**src/rtl/gpu_clock_div_ctrl.sv**
```systemverilog
// Runtime-programmable 50% duty clock divider with tick output.
// Divisor and enable changes are held until a period boundary.
module gpu_clock_div_ctrl #(
  parameter int DIV_W   = 8,
  parameter int MAX_DIV = 254
) (
  input  logic             clk_in,
  input  logic             rst,
  input  logic             cfg_valid,
  output logic             cfg_ready,
  input  logic             cfg_enable,
  input  logic [DIV_W-1:0] cfg_div,
  output logic             cfg_err,
  output logic             div_clk,
  output logic             div_tick,
  output logic             running,
  output logic [DIV_W-1:0] cur_div
);

  if ((MAX_DIV % 2) != 0 || MAX_DIV < 2 ||
      MAX_DIV >= (1 << DIV_W)) begin : g_bad_max
    $fatal(1, "MAX_DIV must be even, >=2, <2**DIV_W");
  end

  localparam logic [1:0] S_STOP = 2'd0;
  localparam logic [1:0] S_RUN  = 2'd1;
  localparam logic [1:0] S_SW   = 2'd2;

  localparam logic [DIV_W-1:0] ONE   = DIV_W'(1);
  localparam logic [DIV_W-1:0] TWO   = DIV_W'(2);
  localparam logic [DIV_W-1:0] MAX_D = DIV_W'(MAX_DIV);

  logic [1:0]       st, st_n;
  logic [DIV_W-1:0] count, cnt_n;
  logic [DIV_W-1:0] div_n;
  logic             pend_en, pend_en_n;
  logic [DIV_W-1:0] pend_div, pend_div_n;

  logic             acc, legal, req_ok, wrap;
  logic             do_apply, app_en;
  logic [DIV_W-1:0] app_div;
  logic             live_n;

  assign acc    = cfg_valid & cfg_ready;
  assign legal  = ~cfg_enable |
                  (~cfg_div[0] & (cfg_div >= TWO) &
                   (cfg_div <= MAX_D));
  assign req_ok = acc & legal;
  assign wrap   = (count == (cur_div - ONE));

  // Next-state decode: count advance, request latch, boundary apply
  always_comb begin
    st_n       = st;
    cnt_n      = count;
    div_n      = cur_div;
    pend_en_n  = pend_en;
    pend_div_n = pend_div;
    do_apply   = 1'b0;
    app_en     = cfg_enable;
    app_div    = cfg_div;
    unique case (st)
      S_STOP: begin
        if (req_ok && cfg_enable) begin
          do_apply = 1'b1;
        end
      end
      S_RUN: begin
        if (wrap) begin
          cnt_n    = '0;
          do_apply = req_ok;
        end else begin
          cnt_n = count + ONE;
          if (req_ok) begin
            st_n       = S_SW;
            pend_en_n  = cfg_enable;
            pend_div_n = cfg_div;
          end
        end
      end
      S_SW: begin
        app_en  = pend_en;
        app_div = pend_div;
        if (wrap) begin
          do_apply = 1'b1;
        end else begin
          cnt_n = count + ONE;
        end
      end
      default: begin
        st_n  = S_STOP;
        cnt_n = '0;
        div_n = '0;
      end
    endcase
    if (do_apply) begin
      cnt_n = '0;
      if (app_en) begin
        st_n  = S_RUN;
        div_n = app_div;
      end else begin
        st_n  = S_STOP;
        div_n = '0;
      end
    end
  end

  assign live_n = (st_n != S_STOP);

  // State and registered outputs; reset clears everything at once
  always_ff @(posedge clk_in or posedge rst) begin
    if (rst) begin
      st        <= S_STOP;
      count     <= '0;
      cur_div   <= '0;
      pend_en   <= 1'b0;
      pend_div  <= '0;
      div_clk   <= 1'b0;
      div_tick  <= 1'b0;
      cfg_err   <= 1'b0;
      running   <= 1'b0;
      cfg_ready <= 1'b1;
    end else begin
      st        <= st_n;
      count     <= cnt_n;
      cur_div   <= div_n;
      pend_en   <= pend_en_n;
      pend_div  <= pend_div_n;
      div_clk   <= live_n & (cnt_n < (div_n >> 1));
      div_tick  <= live_n & (cnt_n == '0);
      cfg_err   <= acc & ~legal;
      running   <= live_n;
      cfg_ready <= (st_n != S_SW);
    end
  end

endmodule

```
**config.mk**
```make
export PLATFORM = sky130hd
export DESIGN_NAME = gpu_clock_div_ctrl
export DESIGN_NICKNAME = d
export VERILOG_FILES = /design/src/rtl/gpu_clock_div_ctrl.sv
export SDC_FILE = /design/constraint.sdc
export NUM_CORES = 1
export LEC_CHECK = 0
export CORE_UTILIZATION = 60
export CTS_CLUSTER_SIZE = 20
export DETAILED_ROUTE_END_ITERATION = 10
export GPL_TIMING_DRIVEN = 0
export PLACE_DENSITY = 0.84
export SETUP_SLACK_MARGIN = 0.15
export SLEW_MARGIN = 0
export SYNTH_ARGS = -nofsm -noshare
export SYNTH_HDL_FRONTEND = slang
export SYNTH_SLANG_ARGS = --single-unit
```
**constraint.sdc**
```tcl
create_clock -name clk_in -period 11 [get_ports clk_in]
set_input_delay 2.2 -clock clk_in [delete_from_list [all_inputs] [get_ports clk_in]]
set_output_delay 2.2 -clock clk_in [all_outputs]
set_load 0.005 [all_outputs]
```
==> results of run 1 <==
## power groups by stage
stage | clock network, mW | registers [mW] | logic, mW
4_1_cts | 0.102 | 0.231 | 0.492
3_3_place_gp | 0 | 0.230 | 0.475
3_5_place_dp | 0 | 0.233 | 0.490
5_1_grt | 0.105 | 0.240 | 0.554
2_1_floorplan | 0 | 0.218 | 0.361
6_report | 0.102 | 0.233 | 0.497
## layout by cell type, fill, tap and decap left out, types with 6 or more instances in the layout
cell type	netlist	routed
dfrtp_1	31	31
nor2_1	25	25
clkdlybuf4s50_1	0	24
nand2_1	22	22
inv_1	14	14
ha_1	9	9
clkbuf_1	8	8
mux2i_1	8	8
mux2_2	8	8
nor4_1	7	7
a21oi_1	6	6
nand3_1	6	6
a2bb2oi_1	6	6
o21ai_0	6	6
## registers in the layout, indices dropped and copies added (netlist names)
name       cells
cfg_err        1
cfg_ready      1
count          8
cur_div        8
div_clk        1
div_tick       1
pend_div       8
pend_en        1
running        1
st             2
## final timing paths
kind	cells past startpoint	start	slack [ns]	endpoint
max in group asynchronous	3	rst	8.26	count[4]
setup reg to reg	21	count[5]	6.68	div_clk
min in group asynchronous	2	rst	2.22	div_clk
setup / recovery	16	cfg_div[4]	5.57	div_clk
hold / removal	1	pend_div[2]	0.52	pend_div[2]
hold reg to reg	1	pend_div[2]	0.52	pend_div[2]
## layer usage
layer	routed length (µm)	up-vias	track usage (%)
li1	-	960	-
met1	2290	937	36.7
met2	2420	85	45.9
met3	311	12	4.01
met4	118	0	12.5
met5	0	-	0
## synth_stat cells (all sizes together) (3+ instances only)
cell / n
a22oi: 3
or2: 3
nor4: 7
clkbuf: 8
mux2: 8
nand3: 6
and3: 4
nor3: 3
xnor2: 4
a31oi: 5
a2bb2oi: 6
nand2: 22
nor2: 25
xor2: 5
a21oi: 6
o21ai: 11
o32a: 3
dfrtp: 31
nor3b: 4
mux2i: 8
inv: 15
ha: 9
nand2b: 5
a311oi: 5
## kinds of logic (layout without fill, tap and decap cells)
kind of cell | Yosys count | after routing | synth area share, %
flip-flops | 32 | 32 | 36.6
buffers and inverters | 26 | 59 | 5.14
AO/OA/AOI/OAI | 59 | 59 | 20.8
multiplexers | 16 | 16 | 7.77
XOR/XNOR | 9 | 9 | 3.60
AND/OR/NAND/NOR | 89 | 89 | 20.5
adder cells (fa/ha/maj) | 10 | 10 | 5.60
## worst reg2reg max path: stages, from the launching register on
cell       delay (ns)
dfrtp_1          0.33
clkbuf_1         0.33
or2_2            0.19
a221oi_1         0.06
or4b_1           0.55
clkbuf_1         0.21
and3_1           0.20
buf_6            0.14
inv_2            0.07
buf_6            0.13
a21oi_1          0.05
nor2_1           0.23
clkbuf_1         0.37
a2bb2oi_1        0.22
ha_1             0.24
o21ai_0          0.15
nand2b_1         0.07
a21oi_1          0.16
nor2b_1          0.06
o21ai_0          0.14
nand2b_1         0.09
a311oi_2         0.26
## through the flow
step,cells,setup WS [ns]
final,320,5.57
after global placement,311,5.31
after global routing,320,5.14
after CTS,319,5.57
after detailed placement,311,5.23
after floorplan,241,6.24
## layout make-up
type | instances | area, µm² | area share, %
sequential | 32 | 802 | 30.7
clock inverter | 1 | 30.0 | 1.15
timing repair buffer | 25 | 268 | 10.3
buffer | 10 | 52.6 | 2.01
tap | 46 | 57.6 | 2.21
inverter | 16 | 60.1 | 2.30
multi-input combinational | 183 | 1270 | 48.8
clock buffer | 7 | 65.1 | 2.49
==> flow_metrics.tcl, run 1 <==
set metrics [dict create \
    rsz0062_at_grt "no" \
    cts-buffers-inserted 5 \
    critical-path-max-stage-delay_ns 0.45 \
    dpl-instance-area_um2 2490 \
    routed_wl_um 5140 \
    cts-root-buf "clkbuf_4" \
    synth.ff_latch_count 32 \
    crit_path_max_fanout 10 \
    critPathRequiredTime_ns 11.26 \
    die-area_um2 3900 \
    synth_area_um2 2190 \
    power_leakage_nw 1.10 \
    io_buffers 24 \
    relSlewSlack_pct 37.1 \
    yosys_warnings 0 \
    ir_worst_vdd_v 0.000179 \
    synth_edf_count 0 \
    synth_top_area_share_pct 35.4 \
    htree_levels 2 \
    cts.sinks 32 \
    cts_tree "done" \
    switching_share_pct 45.0 \
    min_period_ns 5.43 \
    ctsResizeCount 0 \
    yosys_most_used_dff "dfrtp_1" \
    ctsHoldBuffers 0 \
    async_flop_share_pct 100 \
    cts_setup_buffers 0 \
    antennaDiodeCount 0 \
    p_int_uw 457 \
    hp-class "reg -> reg" \
    setup_violations 0 \
    critPathTopFamily "compound AO/OA/AOI/OAI gates" \
    status "finished, final reports clean" \
    place.gp.congestion 0.898 \
    drt_iter0_drc 264 \
    worstSetupPathType "in -> reg" \
    finClkSkew_ns 0.0131 \
    clk_latency_ns 0.35 \
    grt_max_degree 33 \
    syn_to_final_growth_pct 19.2 \
    power_switching_uw 374 \
    die-width_um 62.4 \
    synth_nets 262 \
    p_comb_share_pct 59.8 \
    dieHeight_um 62.4 \
    synth.avg_cell_area_um2 9.09 \
    design_area_um2 2610 \
    grt_pass1_vias 1859 \
    p_per_area_nw_per_um2 319 \
    drv_slew 0 \
    drc 0 \
    fin_crit_sh_pct 49.4 \
    whs_ns 0.518 \
    grt_pass1_wl_um 8480 \
    synth_cells 241 \
    antenna_found_initial 0 \
    synth-seq-area-share_pct 36.6 \
    drive_gt1_share_pct 9.85 \
    fill_cells 251 \
    start_util_pct 64.1 \
    power.total_uw 831 \
    grtUsageTotal_pct 28.0 \
    p_seq_share_pct 28.0 \
    worstMarginPinSlew_ns 0.941 \
    clockPowerShare_pct 12.2 \
    dp_hpwl_um 3810 \
    worstSetupEndpointType "flop" \
    critPathBufInv 2 \
    slowest_stage "nor4_1" \
    fin_nets 294 \
    synth.distinct_cells 55 \
    synth_top_area_cell "dfrtp_1" \
    synth_area_leaders "dfrtp_1 35%, ha_1 5.1%, nor2_1 4.3%" \
    grt_overflow 0 \
    antenna_left 0 \
    vias 1994 \
    path_clk_slew_ns 0.10 \
    final_util_pct 76.4 \
    drv_cap 0 \
    core_um2 3420 \
    crit_path_start_kind "input pin" \
    arrival_ns 5.69 \
    wl_per_cell_um 16.1 \
    fmax_ghz 0.184 \
    fp-row-count 21 \
    clk_path_buf_depth 2 \
    hold_viol 0 \
    path_cells "clkdlybuf4s50_1 > nor4_1 > a211o_1 > a21oi_1 > o2111ai_1 > and2_1 > clkbuf_1 > a2bb2oi_1 > ha_1 > o21ai_0 > nand2b_1 > a21oi_1 > nor2b_1 > o21ai_0 > nand2b_1 > a311oi_2" \
    pin_count 25 \
    viasPerCell 6.23 \
    tns_ns 0 \
    first_pass_iters 4 \
]
Note: power is estimated with default switching activity, not from simulation.
==> run 2: changes to the inputs <==
- CORE_UTILIZATION: 60 -> 56
- PLACE_DENSITY: 0.84 -> 0.8
- clock period: 11 -> 5.29 ns (I/O delays scaled with it)
==> run 2 against run 1 <==
Net effect: global-route usage down 1.9 points; critical endpoint unchanged; wire length decreased by 2.9%; largest cell class unchanged; cell area down 0.19%; die area rose by 6.9%; sequential power up 110%; clock-buffer cell count shrank 2; via count is 3.8% lower; clock power grew 79%; total power is 100% higher; register-to-register slack got worse by 5.8 ns; critical path depth unchanged; first-iteration DRC count decreased by 52%.
==> flow_metrics.tcl, run 2 (synthesis results as in run 1) <==
set metrics [dict create \
    fp-row-count 22 \
    path_clk_slew_ns 0.07 \
    hold_viol 0 \
    r2r_setup_slack_ns 0.91 \
    min_period_ns 4.39 \
    cts-buffers-inserted 5 \
    arrival_ns 4.56 \
    grt_max_degree 33 \
    whs_ns 0.505 \
    drive_gt1_share_pct 9.85 \
    cts_setup_buffers 0 \
    grt_overflow 0 \
    dieHeight_um 64.5 \
    pin_count 25 \
    fmax_ghz 0.228 \
    htree_levels 2 \
    tns_ns 0 \
    critPathTopFamily "compound AO/OA/AOI/OAI gates" \
    die-width_um 64.5 \
    fin_crit_sh_pct 82.9 \
    relSlewSlack_pct 34.9 \
    setup_violations 0 \
    drt_iter0_drc 126 \
    design_area_um2 2610 \
    grtUsageTotal_pct 26.1 \
    p_comb_share_pct 60.7 \
    critPathRequiredTime_ns 5.46 \
    clk_latency_ns 0.29 \
    io_buffers 24 \
    final_common_cell "dfrtp_1" \
    rsz0062_at_grt "no" \
    first_pass_iters 4 \
    ir_worst_vdd_v 0.000297 \
    crit_path_max_fanout 10 \
    clockPowerShare_pct 10.8 \
    place.gp.congestion 0.901 \
    ctsHoldBuffers 0 \
    antenna_found_initial 0 \
    drv_slew 0 \
    drv_cap 0 \
    hold_end "pend_div[7]" \
    crit_cells 16 \
    p_per_area_nw_per_um2 649 \
    dp_hpwl_um 3810 \
    viasPerCell 5.96 \
    hold_start "pend_div[7]" \
    vias 1919 \
    p_int_uw 917 \
    wl_per_cell_um 15.5 \
    p_seq_share_pct 28.5 \
    worstSetupEndpointType "flop" \
    final_cells 322 \
    crit_path_start_kind "input pin" \
    antennaDiodeCount 0 \
    r2r_start "cur_div[1]" \
    antenna_left 0 \
    dp.cells 313 \
    grt_pass1_wl_um 8210 \
    whs_path_depth 1 \
    cts-root-buf "clkbuf_8" \
    die-area_um2 4160 \
    power_leakage_nw 1.09 \
    hp-class "reg -> reg" \
    routed_wl_um 4990 \
    power_switching_uw 774 \
    finClkSkew_ns 0.00654 \
    dpl-instance-area_um2 2490 \
    drc 0 \
    critical_path.reg2reg.endpoint "div_clk" \
    layout_common_cells "31 x dfrtp_1, 25 x nor2_1, 24 x clkdlybuf4s50_1, 22 x nand2_1, 14 x inv_1" \
    cts_tree "done" \
    critPathBufInv 2 \
    fin_nets 294 \
    grt_pass1_vias 1772 \
    core_um2 3720 \
    cts.sinks 32 \
    syn_to_final_growth_pct 19.0 \
    status "finished, final reports clean" \
    ctsResizeCount 0 \
    top_regs "count x8, cur_div x8, pend_div x8" \
    slowest_stage "nor4_1" \
    switching_share_pct 45.8 \
    worstSetupPathType "in -> reg" \
    worstMarginPinSlew_ns 0.974 \
    clk_path_buf_depth 2 \
    worstRegToRegCells 20 \
    critical-path-max-stage-delay_ns 0.45 \
    start_util_pct 58.9 \
    path_cells "clkdlybuf4s50_1 > nor4_1 > a211o_1 > a21oi_1 > o2111ai_1 > and2_1 > clkbuf_1 > a2bb2oi_1 > ha_1 > o21ai_0 > nand2b_1 > a21oi_1 > nor2b_1 > o21ai_0 > nand2b_1 > a311oi_2" \
]
-- run 2: changes by cell type in the layout (fill, tap and decap cells not counted) --
cell       change
clkinv_2       +2
bufinv_16      -1
clkinv_4       +1
clkbuf_4       -5
clkbuf_8       +3
-- run 2: metrics by stage --
stage | worst slack, ns | util (%) | power (mW)
6_report | 0.903 | 70.1 | 1.69
3_5_place_dp | 0.639 | 67.0 | 1.50
2_1_floorplan | 1.53 | - | 1.21
5_1_grt | 0.567 | 70.1 | 1.84
3_3_place_gp | 0.663 | 67.0 | 1.47
4_1_cts | 0.921 | 69.4 | 1.69
-- run 2: final cells by class --
type / count / area (µm²)
Buffer: 10 / 52.6
Clock buffer: 5 / 68.8
Clock inverter: 3 / 18.8
Fill cell: 318 / 1110
Inverter: 16 / 60.1
Multi-Input combinational cell: 183 / 1270
Sequential cell: 32 / 802
Tap cell: 48 / 60.1
Timing Repair Buffer: 25 / 268
-- run 2: worst max path at each step --
stage          slack [ns]      end       start
2_1_floorplan        1.53  div_clk  cur_div[3]
3_3_place_gp         0.66  div_clk  cfg_div[4]
3_5_place_dp         0.64  div_clk  cfg_div[4]
4_1_cts              0.92  div_clk  cfg_div[4]
5_1_grt              0.57  div_clk  cur_div[1]
6_report             0.90  div_clk  cfg_div[4]
-- run 2: metal layers --
layer  track usage [%]  routed length (µm)  share of wire, %
met1              34.5                2320                46
met2              42.1                2330                47
met3              5.28                 244               4.9
met4              9.72                  99               2.0
met5                 0                   0                 0
-- run 2: power groups by stage --
| stage | Sequential, mW | Combinational (mW) | Clock (mW) |
|---|---|---|---|
| CTS | 0.479 | 1.02 | 0.187 |
| global placement | 0.479 | 0.990 | 0 |
| floorplan | 0.454 | 0.752 | 0 |
| finish | 0.481 | 1.03 | 0.183 |
| detailed placement | 0.483 | 1.02 | 0 |
| global route | 0.496 | 1.14 | 0.200 |
==> run 3: changes to the inputs <==
- clock period: 5.29 -> 4.45 ns (I/O delays scaled with it)
==> run 3 against run 2 <==
Net effect: highest routed layer unchanged; die area is the same; largest power group unchanged; global-route usage unchanged; total power up 21%; clock skew shrank 0.00097 ns; wire length is 1.5% higher; worst hold slack improved by 0.0040 ns; critical path type is now reg -> reg; non-clock buffer count rose by 2; worst setup slack worse by 0.50 ns; register-to-register slack got worse by 0.51 ns; via count rose by 2.0%; sequential power increased by 19%.
==> flow_metrics.tcl, run 3 (synthesis results as in run 1) <==
set metrics [dict create \
    htree_levels 2 \
    clk_latency_ns 0.28 \
    fin_crit_sh_pct 91.0 \
    drv_slew 0 \
    drv_cap 0 \
    hp-class "reg -> reg" \
    p_per_area_nw_per_um2 770 \
    fp-row-count 22 \
    grt_overflow 0 \
    grt_pass1_vias 1772 \
    drc 0 \
    arrival_ns 4.23 \
    critPathRequiredTime_ns 4.62 \
    cts_tree "done" \
    crit_path_max_fanout 10 \
    drt_iter0_drc 130 \
    power_leakage_nw 1.12 \
    worstMarginPinSlew_ns 0.940 \
    cts-root-buf "clkbuf_8" \
    fmax_ghz 0.247 \
    crit_path_start_kind "flop" \
    finClkSkew_ns 0.00557 \
    worstSetupEndpointType "flop" \
    worstSetupPathType "reg -> reg" \
    antenna_left 0 \
    place.gp.congestion 0.901 \
    fin_nets 296 \
    top_regs "count x8, cur_div x8, pend_div x8" \
    tns_ns 0 \
    vias 1957 \
    die-width_um 64.5 \
    setup_violations 0 \
    power.total_mw 2.05 \
    relSlewSlack_pct 37.1 \
    ir_worst_vdd_v 0.000402 \
    grt_pass1_wl_um 8210 \
    status "finished, final reports clean" \
    rsz0062_at_grt "no" \
    io_buffers 24 \
    dieHeight_um 64.5 \
    routed_wl_um 5070 \
    antennaDiodeCount 0 \
    grtUsageTotal_pct 26.1 \
    whs_ns 0.509 \
    start_util_pct 58.9 \
    ctsHoldBuffers 0 \
    layout_common_cells "31 x dfrtp_1, 24 x nor2_1, 24 x clkdlybuf4s50_1, 22 x nand2_1, 14 x inv_1" \
    core_um2 3720 \
    wl_per_cell_um 15.6 \
    design_area_um2 2660 \
    pin_count 25 \
    grt_max_degree 33 \
    cts-buffers-inserted 5 \
    dp_hpwl_um 3810 \
    final_common_cell "dfrtp_1" \
    min_period_ns 4.05 \
    dpl-instance-area_um2 2490 \
    die-area_um2 4160 \
    cts.sinks 32 \
    clk_path_buf_depth 2 \
    hold_viol 0 \
    viasPerCell 6.04 \
    path_clk_slew_ns 0.07 \
    syn_to_final_growth_pct 21.3 \
    first_pass_iters 4 \
    antenna_found_initial 0 \
    drive_gt1_share_pct 14.1 \
]
[run 3: cell count changes in the layout (fill, tap and decap cells not counted), sizes merged]
cell    previous run  this run
clkbuf            13        12
buf                3         6
[run 3: worst paths after layout]
check | depth (start not counted) | end | slack [ns] | from
worst max-delay path | 20 | div_clk | 0.40 | count[7]
worst min-delay path | 1 | pend_div[3] | 0.51 | pend_div[3]
worst max register to register | 20 | div_clk | 0.40 | count[7]
worst min register to register | 1 | pend_div[3] | 0.51 | pend_div[3]
max in group asynchronous | 3 | div_clk | 3.13 | rst
min in group asynchronous | 2 | st[0] | 0.89 | rst
[run 3: metal layers]
layer / wire length [µm] / vias to the layer above / global-route usage [%]
li1: - / 957 / -
met3: 265 / 9 / 5.28
met1: 2290 / 937 / 34.5
met4: 99 / 0 / 9.72
met2: 2410 / 54 / 42.1
met5: 0 / - / 0
[run 3: critical path, cell delays in order (launching register included)]
cell	delay, ns
dfrtp_1	0.44
xor2_1	0.32
a221oi_1	0.08
or4b_1	0.56
clkbuf_2	0.19
and3_1	0.17
buf_6	0.14
inv_2	0.06
buf_6	0.14
a21oi_2	0.05
nor2_2	0.16
buf_2	0.24
a2bb2oi_1	0.19
ha_1	0.24
o21ai_0	0.14
nand2b_1	0.07
a21oi_1	0.16
nor2b_1	0.06
o21ai_0	0.15
nand2b_1	0.09
a311oi_2	0.29
[run 3: report_power, final]
group | total [mW] | switching (mW) | internal (mW)
logic | 1.26 | 0.680 | 0.576
clock network | 0.217 | 0.108 | 0.109
registers | 0.573 | 0.145 | 0.428
[run 3: what timing repair did]
action	4_1_cts	5_1_grt
pin swaps	0	1
endpoints found under the setup margin	1	1
gates resized for setup	1	13
setup buffers	0	2
[run 3: final cells by class]
cell class | instances | area, µm²
timing repair buffer | 27 | 283
fill | 304 | 1060
sequential | 32 | 802
buffer | 10 | 57.6
clock buffer | 5 | 68.8
inverter | 16 | 60.1
clock inverter | 3 | 18.8
tap | 48 | 60.1
multi-input combinational | 183 | 1310
[run 3: through the flow]
stage	instances	utilization (%)	setup WS (ns)
6_report	324	71.5	0.399
5_1_grt	324	71.5	0.148
4_1_cts	321	69.4	0.200
3_5_place_dp	313	67.0	-0.0333
3_3_place_gp	313	67.0	-0.00882
2_1_floorplan	241	-	0.690
